$ cat src/rtl/snake_pkg.sv
// rtl/snake_pkg.sv - shared grid geometry, state encoding and LFSR constants
package snake_pkg;

  localparam int GRID_W     = 40;
  localparam int GRID_H     = 30;
  localparam int CELL       = 16;
  localparam int CELL_SHIFT = $clog2(CELL);
  localparam int SCREEN_W   = GRID_W * CELL;
  localparam int SCREEN_H   = GRID_H * CELL;
  localparam int NUM_CELLS  = GRID_W * GRID_H;
  localparam int CX_W       = $clog2(GRID_W);
  localparam int CY_W       = $clog2(GRID_H);

  localparam logic [15:0] LFSR_TAPS = 16'hB400;

  typedef enum logic [2:0] {
    ST_GEN    = 3'd0,
    ST_QUERY  = 3'd1,
    ST_SCAN   = 3'd2,
    ST_COMMIT = 3'd3,
    ST_IDLE   = 3'd4,
    ST_WIN    = 3'd5
  } spawn_state_t;

  // Row-major successor of a cell, wrapping at the right edge and the bottom row.
  function automatic logic [CY_W+CX_W-1:0] next_cell(input logic [CX_W-1:0] x,
                                                     input logic [CY_W-1:0] y);
    logic [CX_W-1:0] nx;
    logic [CY_W-1:0] ny;
    if (x == CX_W'(GRID_W - 1)) begin
      nx = '0;
      ny = (y == CY_W'(GRID_H - 1)) ? '0 : y + 1'b1;
    end else begin
      nx = x + 1'b1;
      ny = y;
    end
    return {ny, nx};
  endfunction

endpackage

$ cat src/rtl/apple_spawn_ctrl_if.sv
// rtl/apple_spawn_ctrl_if.sv - req/ack port to the shared occupancy checker
interface apple_spawn_ctrl_if;
  import snake_pkg::*;

  logic            occ_req;
  logic [CX_W-1:0] occ_x;
  logic [CY_W-1:0] occ_y;
  logic            occ_ack;
  logic            occ_hit;

  modport master (output occ_req, occ_x, occ_y, input occ_ack, occ_hit);
  modport slave  (input occ_req, occ_x, occ_y, output occ_ack, occ_hit);

endinterface

$ cat src/rtl/apple_lfsr16.sv
// rtl/apple_lfsr16.sv - free-running 16-bit Galois LFSR
module apple_lfsr16
  import snake_pkg::*;
#(
  parameter logic [15:0] SEED = 16'hACE1
) (
  input  logic        clk,
  input  logic        rst_n,
  output logic [15:0] lfsr
);

  // Shift right every cycle, folding the output bit back through the taps.
  always_ff @(posedge clk or negedge rst_n) begin
    if (!rst_n) begin
      lfsr <= SEED;
    end else begin
      lfsr <= {1'b0, lfsr[15:1]} ^ (lfsr[0] ? LFSR_TAPS : 16'h0000);
    end
  end

endmodule

$ cat src/rtl/apple_spawn_ctrl.sv
// rtl/apple_spawn_ctrl.sv - apple placement and snake growth sequencer
module apple_spawn_ctrl
  import snake_pkg::*;
#(
  parameter int          INIT_SIZE = 3,
  parameter int          MAX_SIZE  = 255,
  parameter int          MAX_TRIES = 8,
  parameter logic [15:0] LFSR_SEED = 16'hACE1
) (
  input  logic               in_update_clock,
  input  logic               in_reset,
  input  logic               in_eat,
  apple_spawn_ctrl_if.master occ,
  output logic [9:0]         out_appleX,
  output logic [8:0]         out_appleY,
  output logic               out_apple_valid,
  output logic [7:0]         out_snake_size,
  output logic               out_grow,
  output logic               out_win
);

  localparam int TRY_W = $clog2(MAX_TRIES + 1);

  spawn_state_t    state, state_n;
  logic [CX_W-1:0] cx, cx_n;
  logic [CY_W-1:0] cy, cy_n;
  logic [TRY_W-1:0] tries, tries_n;
  logic [10:0]     scan_cnt, scan_cnt_n;
  logic            req, req_n;
  logic [9:0]      apple_x_n;
  logic [8:0]      apple_y_n;
  logic            valid_n, grow_n, win_n;
  logic [7:0]      size_n;
  logic [15:0]     lfsr;
  logic [CX_W-1:0] cand_x;
  logic [CY_W-1:0] cand_y;
  logic [CY_W+CX_W-1:0] succ;
  logic            lfsr_unused;

  apple_lfsr16 #(.SEED(LFSR_SEED)) u_lfsr (
    .clk   (in_update_clock),
    .rst_n (in_reset),
    .lfsr  (lfsr)
  );

  assign cand_x      = lfsr[5:0];
  assign cand_y      = lfsr[12:8];
  assign lfsr_unused = ^{lfsr[15:13], lfsr[7:6]};
  assign succ        = next_cell(cx, cy);

  assign occ.occ_req = req;
  assign occ.occ_x   = cx;
  assign occ.occ_y   = cy;

  // State and output registers; reset wins immediately, even mid-handshake.
  always_ff @(posedge in_update_clock or negedge in_reset) begin
    if (!in_reset) begin
      state           <= ST_GEN;
      cx              <= '0;
      cy              <= '0;
      tries           <= '0;
      scan_cnt        <= '0;
      req             <= 1'b0;
      out_appleX      <= '0;
      out_appleY      <= '0;
      out_apple_valid <= 1'b0;
      out_snake_size  <= 8'(INIT_SIZE);
      out_grow        <= 1'b0;
      out_win         <= 1'b0;
    end else begin
      state           <= state_n;
      cx              <= cx_n;
      cy              <= cy_n;
      tries           <= tries_n;
      scan_cnt        <= scan_cnt_n;
      req             <= req_n;
      out_appleX      <= apple_x_n;
      out_appleY      <= apple_y_n;
      out_apple_valid <= valid_n;
      out_snake_size  <= size_n;
      out_grow        <= grow_n;
      out_win         <= win_n;
    end
  end

  // Next-state logic: random probing, fallback linear scan, commit, and growth.
  always_comb begin
    state_n    = state;
    cx_n       = cx;
    cy_n       = cy;
    tries_n    = tries;
    scan_cnt_n = scan_cnt;
    req_n      = req;
    apple_x_n  = out_appleX;
    apple_y_n  = out_appleY;
    valid_n    = out_apple_valid;
    size_n     = out_snake_size;
    grow_n     = 1'b0;
    win_n      = out_win;

    case (state)
      ST_GEN: begin
        // Out-of-grid candidates are simply skipped; only real queries count as tries.
        if (cand_x < CX_W'(GRID_W) && cand_y < CY_W'(GRID_H)) begin
          cx_n    = cand_x;
          cy_n    = cand_y;
          req_n   = 1'b1;
          state_n = ST_QUERY;
        end
      end
      ST_QUERY: begin
        if (!req) begin
          req_n = 1'b1;
        end else if (occ.occ_ack) begin
          req_n = 1'b0;
          if (!occ.occ_hit) begin
            state_n = ST_COMMIT;
          end else begin
            tries_n = tries + 1'b1;
            if (tries_n == TRY_W'(MAX_TRIES)) begin
              {cy_n, cx_n} = succ;
              state_n      = ST_SCAN;
            end else begin
              state_n = ST_GEN;
            end
          end
        end
      end
      ST_SCAN: begin
        // req is re-raised one cycle after each ack so every cell is a distinct handshake.
        if (!req) begin
          req_n = 1'b1;
        end else if (occ.occ_ack) begin
          req_n = 1'b0;
          if (!occ.occ_hit) begin
            state_n = ST_COMMIT;
          end else begin
            scan_cnt_n = scan_cnt + 11'd1;
            if (scan_cnt_n == 11'(NUM_CELLS)) begin
              state_n = ST_WIN;
            end else begin
              {cy_n, cx_n} = succ;
            end
          end
        end
      end
      ST_COMMIT: begin
        apple_x_n  = 10'(cx) << CELL_SHIFT;
        apple_y_n  = 9'(cy) << CELL_SHIFT;
        valid_n    = 1'b1;
        tries_n    = '0;
        scan_cnt_n = '0;
        state_n    = ST_IDLE;
      end
      ST_IDLE: begin
        if (in_eat) begin
          valid_n = 1'b0;
          grow_n  = 1'b1;
          size_n  = out_snake_size + 8'd1;
          state_n = (size_n == 8'(MAX_SIZE)) ? ST_WIN : ST_GEN;
        end
      end
      ST_WIN: begin
        state_n = ST_WIN;
      end
      default: begin
        state_n = ST_GEN;
      end
    endcase

    // Winning is terminal: no apple and no further occupancy traffic.
    if (state_n == ST_WIN) begin
      win_n   = 1'b1;
      valid_n = 1'b0;
      req_n   = 1'b0;
    end
  end

endmodule

$ cat src/flat_wrapper.sv
// flat-port wrapper written by rule: the top's interface ports become plain ports
module apple_spawn_ctrl_flat import snake_pkg::*;
#(
  parameter int          INIT_SIZE = 3,
  parameter int          MAX_SIZE  = 255,
  parameter int          MAX_TRIES = 8,
  parameter logic [15:0] LFSR_SEED = 16'hACE1
)
  (in_update_clock, in_reset, in_eat, out_appleX, out_appleY, out_apple_valid, out_snake_size, out_grow, out_win, occ_occ_req, occ_occ_x, occ_occ_y, occ_occ_ack, occ_occ_hit);
  apple_spawn_ctrl_if occ_i ();
  input  logic in_update_clock;
  input  logic in_reset;
  input  logic in_eat;
  output logic [9:0] out_appleX;
  output logic [8:0] out_appleY;
  output logic out_apple_valid;
  output logic [7:0] out_snake_size;
  output logic out_grow;
  output logic out_win;
  output wire logic [$bits(occ_i.occ_req)-1:0] occ_occ_req;
  output wire logic [$bits(occ_i.occ_x)-1:0] occ_occ_x;
  output wire logic [$bits(occ_i.occ_y)-1:0] occ_occ_y;
  input wire logic [$bits(occ_i.occ_ack)-1:0] occ_occ_ack;
  input wire logic [$bits(occ_i.occ_hit)-1:0] occ_occ_hit;
  assign occ_occ_req = occ_i.occ_req;
  assign occ_occ_x = occ_i.occ_x;
  assign occ_occ_y = occ_i.occ_y;
  assign occ_i.occ_ack = occ_occ_ack;
  assign occ_i.occ_hit = occ_occ_hit;
  apple_spawn_ctrl #(.INIT_SIZE(INIT_SIZE), .MAX_SIZE(MAX_SIZE), .MAX_TRIES(MAX_TRIES), .LFSR_SEED(LFSR_SEED)) u_core (.in_update_clock(in_update_clock), .in_reset(in_reset), .in_eat(in_eat), .occ(occ_i), .out_appleX(out_appleX), .out_appleY(out_appleY), .out_apple_valid(out_apple_valid), .out_snake_size(out_snake_size), .out_grow(out_grow), .out_win(out_win));
endmodule
$ cat config.mk
export PLATFORM = sky130hd
export DESIGN_NAME = apple_spawn_ctrl_flat
export DESIGN_NICKNAME = d
export VERILOG_FILES = /design/src/rtl/snake_pkg.sv /design/src/rtl/apple_spawn_ctrl_if.sv /design/src/rtl/apple_lfsr16.sv /design/src/rtl/apple_spawn_ctrl.sv /design/src/flat_wrapper.sv
export SDC_FILE = /design/constraint.sdc
export NUM_CORES = 1
export LEC_CHECK = 0
export ABC_AREA = 1
export CAP_MARGIN = 15
export CELL_PAD_IN_SITES_DETAIL_PLACEMENT = 0
export CELL_PAD_IN_SITES_GLOBAL_PLACEMENT = 1
export CORE_AREA = 2 2 102 84
export CTS_CLUSTER_SIZE = 16
export DETAILED_ROUTE_END_ITERATION = 7
export DIE_AREA = 0 0 104 86
export PLACE_DENSITY_LB_ADDON = 0.1
export SYNTH_ARGS = -nofsm -noshare
export SYNTH_HDL_FRONTEND = slang
export SYNTH_HIERARCHICAL = 1
export SYNTH_SLANG_ARGS = --single-unit
$ cat constraint.sdc
create_clock -name in_update_clock -period 2.9 [get_ports in_update_clock]
set_clock_uncertainty 0.1 [all_clocks]
set_input_delay 0.29 -clock in_update_clock [delete_from_list [all_inputs] [get_ports in_update_clock]]
set_output_delay 0.29 -clock in_update_clock [all_outputs]
set_load 0.05 [all_outputs]
==> results_dict.tcl <==
set metrics [dict create \
    grt.total_usage_pct 17.9 \
    gp_congestion 0.832 \
    period_needed_ns 2.14 \
    hold_violations 0 \
    worstMarginPinSlew_ns 0.674 \
    synth.avg_cell_area_um2 8.03 \
    coreArea_um2 7840 \
    drc_errors 0 \
    root_buffer "clkbuf_8" \
    postLayoutCoreUtil_pct 52.8 \
    whs_path_depth 0 \
    drt-initial-drc-count 94 \
    cp.required_ns 3.03 \
    leakage_nw 1.95 \
    port_buffers 38 \
    insertion_delay_ns 0.34 \
    final_nets 484 \
    dieArea_um2 8940 \
    rows 29 \
    ir_worst_vdd_mv 0.265 \
    grt_pass1_vias 2630 \
    cp.arrival_ns 2.27 \
    synth_seq_cells 68 \
    slew_violations 0 \
    setup_violations 0 \
    crit_type "register to register" \
    antenna_found_initial 0 \
    timing.rr.end "u_core/occ.occ_y[2]" \
    hold-worst-slack_ns 0.258 \
    routed_wirelength_mm 7.39 \
    p_int_mw 1.49 \
    pin_count 47 \
    wl_met3_um 221 \
    viasPerCell 4.74 \
    critPathMaxStageDelay_ns 0.42 \
    synth_ff_type "dfrtp_1" \
    diodes 0 \
    synth_edf_count 0 \
    async_flop_share_pct 100 \
    r2r_cells 14 \
    sequentialPowerShare_pct 50.1 \
    p_switching_uw 403 \
    wl_met2_mm 3.22 \
    crit_top_cell "nand2_1" \
    netlist_area_um2 3430 \
    p_clk_share_pct 47.1 \
    reg2reg_slack_ns 0.76 \
    slew_headroom_pct 55.0 \
    path_max_fanout 13 \
    synth_seq_area_share_pct 50.0 \
    grt_max_degree 44 \
    fin_crit_sh_pct 73.6 \
    rsz0062_at_grt "false" \
    die_w_um 104 \
    met1_length_mm 3.86 \
    path_cells "ha_1 > nand3_2 > nor2_4 > nand2_1 > nand2_1 > nand2_1 > nor2_1 > nand4_1 > nand2_1 > inv_2 > nand2_4 > inv_2 > nand2_1 > nand2_1" \
    synth.most_common_cell "nand2_1" \
    synth_top_area_share_pct 42.3 \
    synth_commonest_cells "nand2_1 (145), dfrtp_1 (58), inv_1 (51), o21ai_0 (30), nand3_1 (25)" \
    critical_path_buf_inv_count 2 \
    cts.clk_slew.worst_paths_ns 0.07 \
    hpwlAfterDp_mm 5.29 \
    top_layer "met4" \
    crit_path_start_kind "register" \
    p_sw_share_pct 21.3 \
    synth_top_cell_by_area "dfrtp_1" \
    cellPowerDensity_nw_per_um2 458 \
    holdBufCountCts 1 \
    finalWorstSetupSlack_ns 0.764 \
    ys.warnings.count 6 \
    htree_levels 3 \
    nFillCells 768 \
    cts_tree "built" \
    gr-total-overflow 0 \
    synth_cells 427 \
    r2r_start "u_core/scan_cnt[0]" \
    ctsLongestPathBuffers 2 \
    fmax_ghz 0.468 \
    hold_end "u_core/u_lfsr/lfsr[5]" \
    drive_above_1_share_pct 9.22 \
    cts_made_buffers 9 \
    critPathSlowestCell "dfrtp_1" \
    clkSinkCount 68 \
    status "complete, no violations" \
    post_cts_resized 0 \
    yosys.cell_types.count 37 \
    dp_slack_ns 0.625 \
    cp_top_family "simple AND/OR/NAND/NOR gates" \
    power_frac_comb_pct 2.9 \
    die_h_um 86 \
    critPathCaptureType "register" \
    min_path_type "register to register" \
    start_util_pct 43.8 \
    grt_first_pass_wirelength_mm 12.8 \
    area_growth_pct 20.7 \
    synth_area_leaders "dfrtp_1 (42%), nand2_1 (16%), dfstp_2 (7.7%), inv_1 (5.6%), o21ai_0 (4.4%)" \
    min_from "u_core/u_lfsr/lfsr[6]" \
    dr.pass1.iters 4 \
    drv_cap 0 \
    ant_nets 0 \
    tns_ns 0 \
    post_cts_buffers 0 \
    vias 2775 \
    routedWlPerCell_um 12.6 \
]
state kept, by name, indices dropped and copies added (netlist names):
register                count
u_core/u_lfsr/lfsr         16
u_core/scan_cnt            11
u_core/out_snake_size       8
u_core/occ.occ_x            6
u_core/out_appleX           6
u_core/occ.occ_y            5
u_core/out_appleY           5
u_core/tries                4
u_core/state                3
u_core/occ.occ_req          1
u_core/out_apple_valid      1
u_core/out_grow             1
u_core/out_win              1
worst reg2reg max path: cells and delay by family, from the launching register on:
family        cells  cell delay, ns
simple gates     11            1.10
flops             1            0.42
fa+ha+maj         1            0.25
buf+inv           2            0.18
cells by family after synthesis:
kind of cell	Yosys count	synth area share [%]
xor gates and xnor gates	10	2.55
other	1	0.109
AOI/OAI and AO/OA	57	9.30
DFF	68	50.0
adders and majority gates	7	2.55
and+or+nand+nor	216	26.9
buffers and inverters	68	8.61
power groups by stage:
| stage | Clock [mW] | Combinational [mW] | Sequential (mW) |
|---|---|---|---|
| final | 0.892 | 0.0548 | 0.949 |
| after global routing | 0.964 | 0.0616 | 0.948 |
| after CTS | 0.920 | 0.0562 | 0.948 |
| after detailed placement | 0 | 0.0552 | 0.966 |
| after global placement | 0 | 0.0547 | 0.966 |
| after floorplan | 0 | 0.0345 | 0.967 |
layout make-up:
cell class	instances	area [um^2]	share of cell area, %
clock buffer	13	159	3.84
clock inverter	3	68.8	1.66
inverter	54	203	4.90
multi-input combinational	298	1450	34.9
sequential	68	1710	41.4
tap	108	135	3.26
timing repair buffer	41	413	9.98
worst max-delay path by stage:
stage                                        start                  end  slack, ns  cells past startpoint
after floorplan           u_core/out_snake_size[1]   u_core/occ.occ_req       0.82                     12
after global placement                 occ_occ_ack   u_core/occ.occ_req       0.71                      8
after detailed placement               occ_occ_ack   u_core/occ.occ_req       0.63                      8
after CTS                 u_core/out_snake_size[1]    out_snake_size[1]       0.77                      1
after global routing            u_core/scan_cnt[1]  u_core/occ.occ_y[1]       0.50                     14
final                           u_core/scan_cnt[0]  u_core/occ.occ_y[2]       0.76                     14
cells in the final DEF, fill, tap and decap left out, drive strengths merged, types with 9 or more instances in the layout:
master and instances:
inv 54, dfrtp 58, xor2 9, clkdlybuf4s50 37, nand2 147, nand3 27, nor2 28, dfstp 10
o21ai 38, clkbuf 13
per-layer routing:
metal  global-route usage (%)  vias to the layer above
met5                        0                        -
met4                     6.02                        0
met3                     4.26                        7
met2                     27.2                       44
met1                     25.2                     1296
li1                         -                     1428
stage by stage:
stage	area (um^2)	power, mW	instances
finish	4140	1.90	585
global route	4140	1.97	585
CTS	4140	1.92	585
floorplan	3460	1.00	434
detailed placement	3900	1.02	568
global placement	3900	1.02	568
No activity file was read; power rests on OpenSTA's default activity.
